$ cat config.mk
export PLATFORM = sky130hd
export DESIGN_NAME = rftpu_batch_sequencer_v22_flat
export DESIGN_NICKNAME = d
export VERILOG_FILES = /design/src/rtl/rftpu_batch_sequencer_v22_if.sv /design/src/rtl/rftpu_batch_sequencer_v22.sv /design/src/flat_wrapper.sv
export SDC_FILE = /design/constraint.sdc
export NUM_CORES = 1
export LEC_CHECK = 0
export CAP_MARGIN = 40
export CORE_AREA = 2 2 264 266
export DETAILED_ROUTE_END_ITERATION = 6
export DIE_AREA = 0 0 266 268
export PLACE_DENSITY_LB_ADDON = 0.2
export SLEW_MARGIN = 20
export SYNTH_ARGS = -nofsm -noshare
export SYNTH_HDL_FRONTEND = slang
export SYNTH_SLANG_ARGS = --single-unit
export TNS_END_PERCENT = 100
$ cat constraint.sdc
create_clock -name clk -period 2.15 [get_ports clk]
set_input_delay 0.5375 -clock clk [delete_from_list [all_inputs] [get_ports clk]]
set_output_delay 0.5375 -clock clk [all_outputs]
set_load 0.03 [all_outputs]
$ cat src/rtl/rftpu_batch_sequencer_v22_if.sv
// Valid/ready source stream carrying one ARRAY_DIM-wide vector per beat.
//   master : producer (drives valid, data; samples ready)
//   slave  : consumer (samples valid, data; drives ready)
interface rftpu_batch_sequencer_v22_if #(
  parameter int WIDTH = 128
);
  logic             valid;
  logic             ready;
  logic [WIDTH-1:0] data;

  modport master (output valid, output data, input ready);
  modport slave  (input valid, input data, output ready);
endinterface

$ cat src/rtl/rftpu_batch_sequencer_v22.sv
// Batch sequencer for the rftpu_systolic_v21 core. Runs cfg_num_batches GEMM
// tiles back to back: start pulse, ARRAY_DIM weight rows from wsrc, one
// activation vector from asrc, wait for core_done. Keeps run-level perf
// counters and a watchdog on the WAIT_* states.
// Ports:
//   clk, rst_n                      clock, async active-low reset
//   cfg_start/cfg_num_batches       run request and batch count
//   cfg_abort                       abort current run
//   wsrc, asrc                      weight-row / activation streams (slave)
//   core_*                          control, data and status toward the core
//   seq_busy/seq_done/seq_error     run status
//   perf_*                          cycles, stalls, batches, MAC ops
module rftpu_batch_sequencer_v22 #(
  parameter int ARRAY_DIM      = 16,
  parameter int DATA_WIDTH     = 8,
  parameter int BATCH_WIDTH    = 16,
  parameter int CNT_WIDTH      = 32,
  parameter int MAC_WIDTH      = 48,
  parameter int TIMEOUT_CYCLES = 4096,
  localparam int RW = (ARRAY_DIM > 1) ? $clog2(ARRAY_DIM) : 1,
  localparam int VW = ARRAY_DIM * DATA_WIDTH
) (
  input  logic                   clk,
  input  logic                   rst_n,
  input  logic                   cfg_start,
  input  logic [BATCH_WIDTH-1:0] cfg_num_batches,
  input  logic                   cfg_abort,
  rftpu_batch_sequencer_v22_if.slave wsrc,
  rftpu_batch_sequencer_v22_if.slave asrc,
  output logic                   core_start,
  output logic                   core_weight_load_en,
  output logic [RW-1:0]          core_weight_row_sel,
  output logic [VW-1:0]          core_weight_data,
  output logic [VW-1:0]          core_activation_data,
  input  logic                   core_ready_for_weights,
  input  logic                   core_ready_for_activation,
  input  logic                   core_done,
  output logic                   seq_busy,
  output logic                   seq_done,
  output logic                   seq_error,
  output logic [CNT_WIDTH-1:0]   perf_total_cycles,
  output logic [CNT_WIDTH-1:0]   perf_stall_cycles,
  output logic [BATCH_WIDTH-1:0] perf_batches_done,
  output logic [MAC_WIDTH-1:0]   perf_mac_ops
);
  localparam logic [RW-1:0]        LAST_ROW = RW'(ARRAY_DIM - 1);
  localparam logic [MAC_WIDTH-1:0] MAC_PER_BATCH = MAC_WIDTH'(ARRAY_DIM * ARRAY_DIM * ARRAY_DIM);
  localparam bit                   WD_EN   = TIMEOUT_CYCLES > 0;
  localparam logic [31:0]          WD_LAST = WD_EN ? 32'(TIMEOUT_CYCLES - 1) : 32'd0;

  typedef enum logic [2:0] {IDLE, START, WAIT_W, LOAD_W, WAIT_A, ACT, WAIT_D, FIN} state_t;

  state_t                   state;
  logic [BATCH_WIDTH-1:0]   num;
  logic [31:0]              wd;
  logic                     w_hs, a_hs, wait_met, in_wait, wd_fire, stall_now;
  logic [MAC_WIDTH-1:0]     mac_room;

  // Abort must kill strobes and readies in the same cycle, so these are
  // decoded from state and gated by cfg_abort rather than registered.
  assign wsrc.ready          = (state == LOAD_W) && !cfg_abort;
  assign asrc.ready          = (state == ACT) && !cfg_abort;
  assign w_hs                = wsrc.ready && wsrc.valid;
  assign a_hs                = asrc.ready && asrc.valid;
  assign core_weight_load_en = w_hs;
  assign core_weight_data    = wsrc.ready ? wsrc.data : '0;
  assign core_start          = (state == START) && !cfg_abort;
  assign seq_done            = (state == FIN) && !cfg_abort;

  assign in_wait  = (state == WAIT_W) || (state == WAIT_A) || (state == WAIT_D);
  assign wait_met = ((state == WAIT_W) && core_ready_for_weights) ||
                    ((state == WAIT_A) && core_ready_for_activation) ||
                    ((state == WAIT_D) && core_done);
  // A wait that completes on its last allowed cycle is not a timeout.
  assign wd_fire  = WD_EN && in_wait && !wait_met && (wd == WD_LAST);
  assign stall_now = !cfg_abort && (((state == LOAD_W) && !wsrc.valid) ||
                                    ((state == ACT) && !asrc.valid));
  assign mac_room = ~perf_mac_ops;

  always_ff @(posedge clk or negedge rst_n) begin
    if (!rst_n) begin
      state                <= IDLE;
      num                  <= '0;
      wd                   <= '0;
      core_weight_row_sel  <= '0;
      core_activation_data <= '0;
      seq_busy             <= 1'b0;
      seq_error            <= 1'b0;
      perf_total_cycles    <= '0;
      perf_stall_cycles    <= '0;
      perf_batches_done    <= '0;
      perf_mac_ops         <= '0;
    end else begin
      if (seq_busy && !(&perf_total_cycles))
        perf_total_cycles <= perf_total_cycles + 1'b1;
      if (stall_now && !(&perf_stall_cycles))
        perf_stall_cycles <= perf_stall_cycles + 1'b1;
      wd <= '0;

      if (cfg_abort && state != IDLE) begin
        state    <= IDLE;
        seq_busy <= 1'b0;
      end else if (wd_fire) begin
        seq_error <= 1'b1;
        seq_busy  <= 1'b0;
        state     <= IDLE;
      end else begin
        case (state)
          IDLE: if (cfg_start && !cfg_abort) begin
            num               <= cfg_num_batches;
            perf_total_cycles <= '0;
            perf_stall_cycles <= '0;
            perf_batches_done <= '0;
            perf_mac_ops      <= '0;
            seq_error         <= 1'b0;
            seq_busy          <= 1'b1;
            state             <= (cfg_num_batches == '0) ? FIN : START;
          end
          START: state <= WAIT_W;
          WAIT_W: if (core_ready_for_weights) begin
            core_weight_row_sel <= '0;
            state               <= LOAD_W;
          end else wd <= wd + 1'b1;
          LOAD_W: if (w_hs) begin
            // Row index holds at the last row once the tile is loaded.
            if (core_weight_row_sel == LAST_ROW) state <= WAIT_A;
            else core_weight_row_sel <= core_weight_row_sel + 1'b1;
          end
          WAIT_A: if (core_ready_for_activation) state <= ACT;
                  else wd <= wd + 1'b1;
          ACT: if (a_hs) begin
            core_activation_data <= asrc.data;
            state                <= WAIT_D;
          end
          WAIT_D: if (core_done) begin
            perf_batches_done <= perf_batches_done + 1'b1;
            perf_mac_ops      <= (mac_room < MAC_PER_BATCH) ? '1 : perf_mac_ops + MAC_PER_BATCH;
            state             <= (perf_batches_done + 1'b1 == num) ? FIN : START;
          end else wd <= wd + 1'b1;
          FIN: begin
            seq_busy <= 1'b0;
            state    <= IDLE;
          end
          default: state <= IDLE;
        endcase
      end
    end
  end
endmodule

$ cat src/flat_wrapper.sv
// flat-port wrapper written by rule: the top's interface ports become plain ports
module rftpu_batch_sequencer_v22_flat 
#(
  parameter int ARRAY_DIM      = 16,
  parameter int DATA_WIDTH     = 8,
  parameter int BATCH_WIDTH    = 16,
  parameter int CNT_WIDTH      = 32,
  parameter int MAC_WIDTH      = 48,
  parameter int TIMEOUT_CYCLES = 4096,
  localparam int RW = (ARRAY_DIM > 1) ? $clog2(ARRAY_DIM) : 1,
  localparam int VW = ARRAY_DIM * DATA_WIDTH
)
  (clk, rst_n, cfg_start, cfg_num_batches, cfg_abort, core_start, core_weight_load_en, core_weight_row_sel, core_weight_data, core_activation_data, core_ready_for_weights, core_ready_for_activation, core_done, seq_busy, seq_done, seq_error, perf_total_cycles, perf_stall_cycles, perf_batches_done, perf_mac_ops, wsrc_valid, wsrc_data, wsrc_ready, asrc_valid, asrc_data, asrc_ready);
  rftpu_batch_sequencer_v22_if #(.WIDTH(VW)) wsrc_i ();
  rftpu_batch_sequencer_v22_if #(.WIDTH(VW)) asrc_i ();
  input  logic clk;
  input  logic rst_n;
  input  logic cfg_start;
  input  logic [BATCH_WIDTH-1:0] cfg_num_batches;
  input  logic cfg_abort;
  output logic core_start;
  output logic core_weight_load_en;
  output logic [RW-1:0] core_weight_row_sel;
  output logic [VW-1:0] core_weight_data;
  output logic [VW-1:0] core_activation_data;
  input  logic core_ready_for_weights;
  input  logic core_ready_for_activation;
  input  logic core_done;
  output logic seq_busy;
  output logic seq_done;
  output logic seq_error;
  output logic [CNT_WIDTH-1:0] perf_total_cycles;
  output logic [CNT_WIDTH-1:0] perf_stall_cycles;
  output logic [BATCH_WIDTH-1:0] perf_batches_done;
  output logic [MAC_WIDTH-1:0] perf_mac_ops;
  input wire logic [$bits(wsrc_i.valid)-1:0] wsrc_valid;
  input wire logic [$bits(wsrc_i.data)-1:0] wsrc_data;
  output wire logic [$bits(wsrc_i.ready)-1:0] wsrc_ready;
  input wire logic [$bits(asrc_i.valid)-1:0] asrc_valid;
  input wire logic [$bits(asrc_i.data)-1:0] asrc_data;
  output wire logic [$bits(asrc_i.ready)-1:0] asrc_ready;
  assign wsrc_i.valid = wsrc_valid;
  assign wsrc_i.data = wsrc_data;
  assign wsrc_ready = wsrc_i.ready;
  assign asrc_i.valid = asrc_valid;
  assign asrc_i.data = asrc_data;
  assign asrc_ready = asrc_i.ready;
  rftpu_batch_sequencer_v22 #(.ARRAY_DIM(ARRAY_DIM), .DATA_WIDTH(DATA_WIDTH), .BATCH_WIDTH(BATCH_WIDTH), .CNT_WIDTH(CNT_WIDTH), .MAC_WIDTH(MAC_WIDTH), .TIMEOUT_CYCLES(TIMEOUT_CYCLES)) u_core (.clk(clk), .rst_n(rst_n), .cfg_start(cfg_start), .cfg_num_batches(cfg_num_batches), .cfg_abort(cfg_abort), .wsrc(wsrc_i), .asrc(asrc_i), .core_start(core_start), .core_weight_load_en(core_weight_load_en), .core_weight_row_sel(core_weight_row_sel), .core_weight_data(core_weight_data), .core_activation_data(core_activation_data), .core_ready_for_weights(core_ready_for_weights), .core_ready_for_activation(core_ready_for_activation), .core_done(core_done), .seq_busy(seq_busy), .seq_done(seq_done), .seq_error(seq_error), .perf_total_cycles(perf_total_cycles), .perf_stall_cycles(perf_stall_cycles), .perf_batches_done(perf_batches_done), .perf_mac_ops(perf_mac_ops));
endmodule
== Yosys cells after proc, flatten, opt, wreduce, memory -nomap -nowiden ==
Index checks and enable logic that the tools add are counted.
Storage, ports and cells
  bits of input ports: 281
  word-level logic and storage cells: 136
  register bits: 313
  output and inout port bits: 395
Cells by class
  equal/unequal tests: 22
  mux-type cells: 47
  reductions and logical operators: 46
  magnitude comparators: 1
  add/subtract/negate cells: 6
  bitwise operators: 3
Operator list (count)
  two-way mux 32 bit: 15
  two-way mux 48 bit: 3
  two-way mux 128 bit: 1
  adder 32 x 1 -> 32 bit, second input constant: 3
  one-hot mux 32 bit (3 select lines): 1
  one-hot mux 48 bit (2 select lines): 1
  AND reduction 32 bit: 2
  adder 48 x 13 -> 48 bit, second input constant: 1
  less-than comparator 48 x 13 -> 1 bit, second input constant: 1
  inverter 48 bit: 1
  two-way mux 3 bit: 11
  equality test 32 x 12 -> 1 bit, second input constant: 1
  two-way mux 16 bit: 2
  one-hot mux 16 bit (2 select lines): 1
  one-hot mux 3 bit (8 select lines): 1
  inequality test 4 x 3 -> 1 bit, second input constant: 5
  logical AND 1 bit: 18
  adder 16 x 1 -> 16 bit, second input constant: 1
  equality test 16 bit: 1
  logical NOT 16 bit: 1
  equality test 3 bit, second input constant: 4
  two-way mux 4 bit: 3
  inequality test 2 bit, second input constant: 4
  one-hot mux 4 bit (2 select lines): 1
  22 further kinds: 42

== Longest topological paths before layout ==
Gate-level depths: netlist of run 1.
  depth in word-level cells: 10
  depth in mapped cells: 9
  depth with buffers taken out: 7

== Worst setup path after synthesis of run 1 ==
OpenSTA, ideal clock, no wires.
  kind: register -> register
  start: register u_core.state[0]
  end: register u_core.core_activation_data[107]
  data required time: 2.025 ns
  buffers on the path: 4
  cell stages (with the launch flop): 9
  arrival time: 2.409 ns
  period minus slack after synthesis: 2.534 ns
  setup time: 0.125 ns
  path slack: -0.384 ns
  cell sequence: dfrtp_1 -> clkbuf_1 -> buf_2 -> nand2_1 -> nor3_1 -> nand2_1 -> buf_2 -> buf_1 -> mux2_2
On the way
  elaborated cells on any way between the ends: 21
  classes of those cells: eq/ne: 4; bitwise: 2; reduce/logical: 15
RTL lines
  from (decl): RTL line rftpu_batch_sequencer_v22.sv:53  | state_t state;
  from (signal assigned): RTL line rftpu_batch_sequencer_v22.sv:117  | state <= (cfg_num_batches == '0) ? FIN : START;
  from (signal assigned): RTL line rftpu_batch_sequencer_v22.sv:138  | state <= (perf_batches_done + 1'b1 == num) ? FIN : START;
  equality test 3 bit: RTL line rftpu_batch_sequencer_v22.sv:62  | assign asrc.ready = (state == ACT) && !cfg_abort;
  logical AND 1 bit: RTL line rftpu_batch_sequencer_v22.sv:62
  named net asrc_ready: RTL line flat_wrapper.sv:41  | output wire logic [$bits(asrc_i.ready)-1:0] asrc_ready;
  logical AND 1 bit: RTL line rftpu_batch_sequencer_v22.sv:64  | assign a_hs = asrc.ready && asrc.valid;
  AND reduction 4 bit (no line)
  to (signal assigned): RTL line rftpu_batch_sequencer_v22.sv:132  | core_activation_data <= asrc.data;
  to (decl): RTL line rftpu_batch_sequencer_v22.sv:34  | output logic [VW-1:0] core_activation_data,
The timed path passes the listed nets, and every way through them passes these cells.
A chain may end at the register's enable or synchronous reset.

== Worst setup path after layout of run 1 ==
  start: register u_core.state[2]
  end: output port core_weight_data[38]
On the way
  word-level cells in the longest chain between the ends: 3
RTL lines
  equality test 3 x 2 -> 1 bit: RTL line rftpu_batch_sequencer_v22.sv:61  | assign wsrc.ready = (state == LOAD_W) && !cfg_abort;
  logical AND 1 bit: RTL line rftpu_batch_sequencer_v22.sv:61
  two-way mux 128 bit: RTL line rftpu_batch_sequencer_v22.sv:66  | assign core_weight_data = wsrc.ready ? wsrc.data : '0;
  to (decl): RTL line flat_wrapper.sv:24  | output logic [VW-1:0] core_weight_data;
Every way passes these cells.

==> results.yml, run 1 <==
place:
  place_inst: 3257
  hpwl_um: 65310
  pre_cts_ws_ps: -590.4
  portBuffers: 675
  dpl_cell_area_sq_um: 26100
  place.gp.congestion: 0.8972
worst_setup_path:
  crit_path_max_incr_delay_ps: 410
  critPathMaxFanout: 13
  r2r-end: "u_core.perf_stall_cycles[13]$_DFF_PN0_"
  critPathMostFrequentCell: "buf_12"
  start_kind: "flop"
  slowest_stage: "dfrtp_2"
  rr_startpoint: "u_core.state[2]$_DFFE_PN0P_"
  reg2reg_depth: 9
  critPathKind: "flop to primary output"
  critical_path_required_ps: 1610
  crit_arrival_ps: 1960
  cp-end-kind: "primary output"
  r2r_slack_ps: -10
  cp_cell_sequence: "nand2b_4 -> nor2_4 -> buf_12 -> buf_12 -> buf_16 -> and2_4 -> buf_12"
pwr:
  finalPower_mw: 28.40
  vdd_drop_max_v: 0.0008578
  p_leak_nw: 15.45
  power_density_nw_per_um2: 980.8
logic_synthesis:
  synth_seq_cells: 302
  synth_area_sq_um: 15540
  yosysSeqAreaShare: 0.4862
  mappedNetlistNets: 1868
  synth_ff_type: "dfrtp_1"
  synth_edf_count: 0
  yosysWarnings: 0
  ys_async_sr_fraction: 1.000
  synthCells: 1580
  yosysUniqueCellTypes: 61
  synth.avg_cell_area_sq_um: 9.839
timing:
  final.min_clock_period_ps: 2495
  tns_ps: -37100
  finalClockSkew_ps: 21.35
  max-slew-margin-rel: 0.6600
  fmax_mhz: 400.8
  rsz0062_at_grt: "yes"
  slew_violations: 0
  fin_crit_sh: 1.160
  finalHoldViolCount: 0
  finalSetupViolCount: 134
  holdWs_ps: 452.4
  tightest_slew_ps: 509.2
  fin_ws_ps: -344.9
cts:
  numCtsBuffers: 40
  insertion_delay_ps: 550
  tritoncts: "built"
  max-clock-path-buffers: 3
  h-tree-depth: 2
  clkTransAtPathRegs_ps: 60
  cts-root-buf: "clkbuf_16"
  cts_num_sinks: 302
detailed_routing:
  wl_per_cell_um: 24.18
  firstDrtPassIters: 5
  vias: 15940
  first_iter_violations: 936
  drcViolationCount: 0
  via_per_inst: 4.715
  ant_nets: 0
  wirelength_um: 81740
layout:
  final_common_cell: "clkdlybuf4s50_1"
  final_nets: 2730
  stdcell_count: 3380
  design_area_sq_um: 28960
  layout-drive-gt1-share: 0.3180
  syn_to_final_growth_pct: 86.30
  mostFrequentLayoutCells: "clkdlybuf4s50_1 (281), dfrtp_1 (274), dlymetal6s2s_1 (234), buf_4 (208), nand2_1 (149)"
  final_core_util: 0.4245
global_route:
  grt_first_pass_wirelength_um: 114900
  grt_pass1_vias: 16140
  grt_antenna_before_repair: 38
  grt_max_degree: 57
  globalRouteOverflowTotal: 0
  grt_usage: 0.2205
die:
  ios: 676
  core_area_sq_um: 68230
  start_util: 0.2278
  die_w_um: 266
  die_y_um: 268
  fp.dieArea_sq_um: 71290
  num_rows: 96
hold_path:
  min_path_type: "primary input to async pin"
job:
  maxCapViolCount: 0
outcome:
  violations: "setup timing"
  status: "finished with violations"
## how the worst max path moves through the flow
stage                                startpoint                                endpoint  depth (start not counted)
global route        u_core.state[2]$_DFFE_PN0P_                    core_weight_data[26]                          7
detailed placement                   asrc_valid  u_core.perf_stall_cycles[13]$_DFF_PN0_                          8
finish              u_core.state[2]$_DFFE_PN0P_                    core_weight_data[38]                          7
global placement                     asrc_valid  u_core.perf_stall_cycles[13]$_DFF_PN0_                          8
CTS                 u_core.state[1]$_DFFE_PN0P_                    core_weight_data[55]                          7
floorplan                             cfg_abort                   core_weight_data[111]                          5
## final cells by class
cell class	instances	area, sq um
Fill cell	6534	39270
Timing Repair Buffer	913	10720
Multi-Input combinational cell	1161	8046
Sequential cell	302	7592
Clock buffer	60	1219
Tap cell	882	1104
Clock inverter	12	128.9
Inverter	24	90.09
Antenna cell	26	65.06
## repair_timing
item,in CTS,in global routing
pin swaps,13,34
gates cloned,3,5
resized for setup,109,317
hold buffers,1,0
setup endpoints to repair,359,462
setup buffers,4,14
endpoints found under the hold margin,26,0
## state kept, by name, summed over array words and instances (netlist names)
register,flops
u_core.core_activation_data,128
u_core.perf_mac_ops,37
u_core.perf_stall_cycles,32
u_core.perf_total_cycles,32
u_core.wd,32
u_core.num,16
u_core.perf_batches_done,16
u_core.core_weight_row_sel,4
u_core.state,3
u_core.seq_busy,1
u_core.seq_error,1
## layer usage
layer / wire [um] / GRT usage
met4: 3245 / 0.09566
met1: 28670 / 0.2323
met2: 44770 / 0.4137
met5: 0 / 0
met3: 5060 / 0.05626
## synthesized netlist by cell type (8+ instances only)
cell / count / area (sq um)
nand4_1: 52 / 325.3
buf_2: 25 / 125.1
or3_1: 19 / 118.9
a31oi_1: 19 / 118.9
nand3_1: 60 / 300.3
o31ai_1: 12 / 90.09
nand2b_1: 8 / 50.05
nor2b_1: 10 / 62.56
and4_1: 16 / 140.1
nor3_1: 26 / 130.1
a21oi_1: 58 / 290.3
nor2_1: 135 / 506.7
mux2_2: 129 / 1453
and2_1: 141 / 882.1
a41oi_1: 8 / 70.07
dfrtp_1: 302 / 7557
inv_1: 24 / 90.09
and3_1: 31 / 193.9
xor2_1: 42 / 367.9
o21ai_0: 80 / 400.4
buf_4: 11 / 82.58
xnor2_1: 48 / 420.4
nand2_1: 151 / 566.8
clkbuf_1: 51 / 191.4
nor4_1: 22 / 137.6
## critical path, delay by kind of cell (launching register included)
kind / cells / cell delay [ps]
flip-flops: 1 / 410
buffers and inverters: 4 / 560
AND/OR/NAND/NOR: 3 / 420
## where the power goes
| part | internal [mW] | switching [mW] |
|---|---|---|
| Sequential | 7.32 | 1.09 |
| Combinational | 5.98 | 7.13 |
| Clock | 4.16 | 2.71 |
## logic make-up (layout without fill, tap and decap cells)
group	count (synthesis)	in the layout	synth area share
and+or+nand+nor	706	706	0.2405
DFF	302	302	0.4862
AOI/OAI and AO/OA	222	222	0.08596
muxes	136	136	0.09796
buffers and inverters	117	1009	0.03308
xor gates and xnor gates	90	90	0.05071
adders and majority gates	7	7	0.005634
other	0	26	0
No activity file was read; power rests on OpenSTA's default activity.
==> run 2, diff against run 1 <==
Settings changed: SLEW_MARGIN 20 to unset.
==> results of run 2 <==
Final layout, timing and power as in run 1 (identical DEF).
